`config.mk`:
```
export PLATFORM = sky130hd
export DESIGN_NAME = serial_full_subtractor_flat
export DESIGN_NICKNAME = d
export VERILOG_FILES = /design/src/rtl/serial_full_subtractor_if.sv /design/src/rtl/serial_full_subtractor.sv /design/src/flat_wrapper.sv
export SDC_FILE = /design/constraint.sdc
export NUM_CORES = 1
export LEC_CHECK = 0
export CAP_MARGIN = 20
export CORE_UTILIZATION = 50
export CTS_CLUSTER_SIZE = 8
export DETAILED_ROUTE_END_ITERATION = 12
export PLACE_DENSITY = 0.86
export SYNTH_ARGS = -nofsm -noshare
export SYNTH_HDL_FRONTEND = slang
export SYNTH_SLANG_ARGS = --single-unit
```
`constraint.sdc`:
```
create_clock -name clk -period 1.8 [get_ports clk]
set_clock_uncertainty 0.05 [all_clocks]
set_input_delay 0.18 -clock clk [delete_from_list [all_inputs] [get_ports clk]]
set_output_delay 0.18 -clock clk [all_outputs]
set_load 0.005 [all_outputs]
```
`src/rtl/serial_full_subtractor_if.sv`:
```
// Operand/result bundle for the bit-serial subtractor.
// The requester drives start and operands; the subtractor drives status and result.
// Build option SERIAL_SUB_OVF_EN adds the signed-overflow flag ovf.
interface serial_full_subtractor_if #(
  parameter int WIDTH = 8
);
  logic             start;
  logic [WIDTH-1:0] a;
  logic [WIDTH-1:0] b;
  logic             bin;
  logic             busy;
  logic             done;
  logic [WIDTH-1:0] diff;
  logic             bout;
`ifdef SERIAL_SUB_OVF_EN
  logic             ovf;
`endif

  // Requester side
  modport master (
    output start, a, b, bin,
`ifdef SERIAL_SUB_OVF_EN
    input  ovf,
`endif
    input  busy, done, diff, bout
  );

  // Subtractor side
  modport slave (
    input  start, a, b, bin,
`ifdef SERIAL_SUB_OVF_EN
    output ovf,
`endif
    output busy, done, diff, bout
  );
endinterface

```
`src/rtl/serial_full_subtractor.sv`:
```
// Bit-serial subtractor: diff = a - b - bin, one bit per clock, LSB first.
// Latency: start at edge E0, done pulses in the cycle after edge E0+WIDTH.
// Backpressure: start is ignored while busy; SERIAL_SUB_OVF_EN adds ovf.
module serial_full_subtractor #(
  parameter int WIDTH = 8
) (
  input  logic                   clk,
  input  logic                   rst,
  serial_full_subtractor_if.slave bus
);

  localparam int CW = (WIDTH > 1) ? $clog2(WIDTH) : 1;

  typedef enum logic [1:0] {IDLE, SHIFT, DONE} state_t;

  state_t           state;
  // The minuend register doubles as the result shift register: as each
  // minuend bit leaves at the LSB, the difference bit enters at the MSB.
  logic [WIDTH-1:0] a_sh;
  logic [WIDTH-1:0] b_sh;
  logic             brw;
  logic [CW-1:0]    cnt;

  logic             d;
  logic             brw_next;
  logic [WIDTH-1:0] res_next;

  // Full-subtractor cell on the current LSBs and the running borrow
  always_comb begin
    d        = a_sh[0] ^ b_sh[0] ^ brw;
    brw_next = (~a_sh[0] & b_sh[0]) | (~(a_sh[0] ^ b_sh[0]) & brw);
  end

  generate
    if (WIDTH == 1) begin : g_w1
      assign res_next = d;
    end else begin : g_wn
      assign res_next = {d, a_sh[WIDTH-1:1]};
    end
  endgenerate

  // Control FSM, operand shifting and registered result/status
  always_ff @(posedge clk) begin
    if (rst) begin
      state    <= IDLE;
      a_sh     <= '0;
      b_sh     <= '0;
      brw      <= 1'b0;
      cnt      <= '0;
      bus.busy <= 1'b0;
      bus.done <= 1'b0;
      bus.diff <= '0;
      bus.bout <= 1'b0;
`ifdef SERIAL_SUB_OVF_EN
      bus.ovf  <= 1'b0;
`endif
    end else begin
      case (state)
        IDLE: begin
          bus.done <= 1'b0;
          if (bus.start) begin
            a_sh     <= bus.a;
            b_sh     <= bus.b;
            brw      <= bus.bin;
            cnt      <= '0;
            state    <= SHIFT;
            bus.busy <= 1'b1;
          end else begin
            bus.busy <= 1'b0;
          end
        end
        SHIFT: begin
          a_sh <= res_next;
          b_sh <= b_sh >> 1;
          brw  <= brw_next;
          cnt  <= cnt + CW'(1);
          if (cnt == CW'(WIDTH - 1)) begin
            bus.diff <= res_next;
            bus.bout <= brw_next;
`ifdef SERIAL_SUB_OVF_EN
            // brw is the borrow into the MSB cell on this final edge
            bus.ovf  <= brw ^ brw_next;
`endif
            bus.done <= 1'b1;
            state    <= DONE;
          end
        end
        DONE: begin
          bus.done <= 1'b0;
          bus.busy <= 1'b0;
          state    <= IDLE;
        end
        default: begin
          state    <= IDLE;
          bus.busy <= 1'b0;
          bus.done <= 1'b0;
        end
      endcase
    end
  end

endmodule

```
`src/flat_wrapper.sv`:
```
// flat-port wrapper written by rule: the top's interface ports become plain ports
module serial_full_subtractor_flat 
#(
  parameter int WIDTH = 8
)
  (clk, rst, bus_start, bus_a, bus_b, bus_bin, bus_busy, bus_done, bus_diff, bus_bout);
  serial_full_subtractor_if #(.WIDTH(WIDTH)) bus_i ();
  input  logic clk;
  input  logic rst;
  input wire logic [$bits(bus_i.start)-1:0] bus_start;
  input wire logic [$bits(bus_i.a)-1:0] bus_a;
  input wire logic [$bits(bus_i.b)-1:0] bus_b;
  input wire logic [$bits(bus_i.bin)-1:0] bus_bin;
  output wire logic [$bits(bus_i.busy)-1:0] bus_busy;
  output wire logic [$bits(bus_i.done)-1:0] bus_done;
  output wire logic [$bits(bus_i.diff)-1:0] bus_diff;
  output wire logic [$bits(bus_i.bout)-1:0] bus_bout;
  assign bus_i.start = bus_start;
  assign bus_i.a = bus_a;
  assign bus_i.b = bus_b;
  assign bus_i.bin = bus_bin;
  assign bus_busy = bus_i.busy;
  assign bus_done = bus_i.done;
  assign bus_diff = bus_i.diff;
  assign bus_bout = bus_i.bout;
  serial_full_subtractor #(.WIDTH(WIDTH)) u_core (.clk(clk), .rst(rst), .bus(bus_i));
endmodule
```
==> flow_metrics.env <==
export IMPL_outcome="finished, final reports clean"
export IMPL_critical_path_arrival_ps=1820
export IMPL_power_density_nw_per_um2=781
export IMPL_syn_area_um2=1490
export IMPL_globalRouteTotalUtil_pct=19.5
export IMPL_drt_wirelength_per_cell_um=13.1
export IMPL_fp_dieH_um=56.6
export IMPL_final_nets=201
export IMPL_ys_ff_latch=33
export IMPL_grt_pass1_vias=1136
export IMPL_hold_path_class="flip-flop to flip-flop"
export IMPL_antenna_found_initial=0
export IMPL_drv_cap=0
export IMPL_cts_reportedPaths_clkPinSlew_ps=100
export IMPL_seq_area_frac_synth_pct=44.4
export IMPL_routedLengthMet1_um=1200
export IMPL_holdBufCountCts=0
export IMPL_routabilityCongestion=0.785
export IMPL_dp_cells=202
export IMPL_synth_top_family_by_area="compound AO/OA/AOI/OAI gates"
export IMPL_grt_setup_unrepaired="no"
export IMPL_reg2reg_to="u_core.bus.bout$_SDFFE_PP0P_"
export IMPL_coreArea_um2=2780
export IMPL_ir_worst_vdd_mv=0.600
export IMPL_cts_buffers_inserted=5
export IMPL_ys_warn_count=0
export IMPL_required_ps=2010
export IMPL_fill_cells=230
export IMPL_drv_slew=0
export IMPL_clock_latency_ps=340
export IMPL_regArea_um2=661
export IMPL_hold_end="u_core.bus.diff[1]$_SDFFE_PP0P_"
export IMPL_crit_path_frequent_cell="ha_1"
export IMPL_utilization_pct=67.1
export IMPL_pre_cts_ws_ps=177
export IMPL_via_count=1128
export IMPL_slew_headroom_pct=74.0
export IMPL_power_leakage_nw=0.697
export IMPL_fmax_mhz=619
export IMPL_syn_inst=147
export IMPL_synthAdderAreaFrac_pct=3.03
export IMPL_first_iter_violations=13
export IMPL_layout_common_cells="dfxtp_1, clkdlybuf4s50_1, nor2_1"
export IMPL_path_class="flip-flop to flip-flop"
export IMPL_instances_no_fill=209
export IMPL_p_total_w=0.00146
export IMPL_crit_slowest_cell="dfxtp_1"
export IMPL_n_antenna_cell=0
export IMPL_route_met2_wl_um=1320
export IMPL_critPathMaxFanout=10
export IMPL_vias_per_cell=5.40
export IMPL_crit_buf_inv=0
export IMPL_root_buffer="clkbuf_4"
export IMPL_path_cells="ha_1 -> ha_1 -> and3b_1 -> nor2_1 -> a211oi_1"
export IMPL_critical_path_top_delay_family="simple AND/OR/NAND/NOR gates"
export IMPL_routed_top_layer="met4"
export IMPL_drive_above_1_share_pct=16.9
export IMPL_routed_wl_um=2740
export IMPL_setup_violations_final=0
export IMPL_initial_core_util_pct=53.5
export IMPL_final_common_cell="dfxtp_1"
export IMPL_r2r_slack_ps=180
export IMPL_grt_ovfl_total=0
export IMPL_port_buffers=30
export IMPL_worst_pin_slew_ps=389
export IMPL_met3_wirelength_um=170
export IMPL_area_delta_synth_final_pct=25.4
export IMPL_num_rows=19
export IMPL_detailed_place_hpwl_um=2040
export IMPL_hp_start="u_core.bus.diff[1]$_SDFFE_PP0P_"
export IMPL_fin_crit_sh_pct=89.8
export IMPL_synth_simple_area_share_pct=14.4
export IMPL_drc_errors=0
export IMPL_min_period_ps=1620
export IMPL_synthMuxAreaShare_pct=11.4
export IMPL_grt_pass1_wl_um=4770
export IMPL_cts_tree="built"
export IMPL_setup_slack_ps=184
export IMPL_end_kind="flip-flop"
export IMPL_synth_nets=170
export IMPL_whs_path_depth=2
export IMPL_cp_start_kind="flip-flop"
export IMPL_tns_ps=0
export IMPL_die_area_um2=3200
export IMPL_syn_area_per_cell_um2=10.1
export IMPL_hold_violations=0
export IMPL_multi_input_area_um2=731
export IMPL_post_cts_buffers=0
export IMPL_synth_compound_area_share_pct=20.3
export IMPL_post_cts_resized=0
export IMPL_dieWidth_um=56.6
export IMPL_synth_distinct_cells=25
export IMPL_io_pins=31
export IMPL_clk_path_buf_depth=2
export IMPL_grt_start_max_net_pins=29
export IMPL_r2r_cells=5
export IMPL_crit_path_max_incr_delay_ps=400
export IMPL_synthXorXnorAreaFrac_pct=0
export IMPL_cts_max_level=2
export IMPL_timing_rr_start="u_core.cnt[0]$_SDFFE_PP0P_"
export IMPL_cts_sinks=33
export IMPL_firstDrtPassIters=4
export IMPL_antenna_left=0
[stage by stage]
step,area (um2),hold slack [ps]
finish,1870,405
global route,1870,437
CTS,1870,409
detailed placement,1810,396
global placement,1810,392
floorplan,1490,322
[synthesized netlist by cell type]
cell | count | area (um2)
ha_1 | 2 | 25.0
a211oi_2 | 15 | 188
buf_4 | 4 | 30.0
fa_1 | 1 | 20.0
o21bai_1 | 1 | 7.51
mux2i_1 | 17 | 170
o21ba_4 | 1 | 16.3
inv_1 | 3 | 11.3
nand2_1 | 16 | 60.1
a22oi_1 | 2 | 15.0
a2111oi_2 | 1 | 15.0
nor4bb_1 | 1 | 10.0
buf_6 | 3 | 33.8
nand2b_1 | 1 | 6.26
buf_2 | 3 | 15.0
nand3b_2 | 1 | 11.3
nor3_1 | 4 | 20.0
nor4b_1 | 1 | 8.76
a211oi_1 | 2 | 15.0
dfxtp_1 | 33 | 661
nor2b_1 | 1 | 6.26
a21oi_1 | 9 | 45.0
and3b_1 | 1 | 8.76
clkbuf_1 | 2 | 7.51
nor2_1 | 22 | 82.6
[cell families (layout without fill, tap and decap cells)]
| family | Yosys count | after routing |
|---|---|---|
| muxes | 17 | 17 |
| and+or+nand+nor | 48 | 48 |
| AOI/OAI and AO/OA | 31 | 31 |
| DFF | 33 | 33 |
| buffers and inverters | 15 | 46 |
| adders and majority gates | 3 | 3 |
[worst max-delay path by stage]
stage,from,end,slack [ps],cells after the start
floorplan,u_core.cnt[0]$_SDFFE_PP0P_,u_core.bus.bout$_SDFFE_PP0P_,430,5
global placement,bus_start,u_core.b_sh[1]$_SDFFE_PP0P_,210,5
detailed placement,bus_start,u_core.a_sh[0]$_SDFFE_PP0P_,180,5
CTS,u_core.cnt[0]$_SDFFE_PP0P_,u_core.bus.bout$_SDFFE_PP0P_,170,5
global route,u_core.cnt[0]$_SDFFE_PP0P_,u_core.bus.bout$_SDFFE_PP0P_,30,5
finish,u_core.cnt[0]$_SDFFE_PP0P_,u_core.bus.bout$_SDFFE_PP0P_,180,5
[sequential cells by signal, summed over array words and instances, names as in the netlist, 2 cells and up]
name / count
u_core.cnt: 3
u_core.bus.diff: 8
u_core.b_sh: 8
u_core.state: 2
u_core.a_sh: 8
[routing by layer]
metal / track usage [%] / up-vias
li1: - / 574
met1: 20.7 / 511
met2: 33.8 / 37
met3: 7.60 / 6
met4: 8.71 / 0
met5: 0 / -
[power breakdown]
part	internal, W	total [W]	switching [W]
Clock	0.000184	0.000425	0.000241
Combinational	0.000127	0.000235	0.000108
Sequential	0.000770	0.000798	0.0000280
[worst reg2reg max path: cells and delay by family (launching register included)]
kind | cells | cell delay [ps]
flip-flops | 1 | 400
adder cells (fa/ha/maj) | 2 | 390
AND/OR/NAND/NOR | 2 | 460
AO/OA/AOI/OAI | 1 | 230
[area by class of cell]
class	count	share of cell area, %
Inverter	3	0.603
Sequential cell	33	35.4
Clock buffer	7	2.95
Multi-Input combinational cell	99	39.1
Tap cell	31	2.08
Timing Repair Buffer	36	19.8
Note: power is estimated with default switching activity, not from simulation.
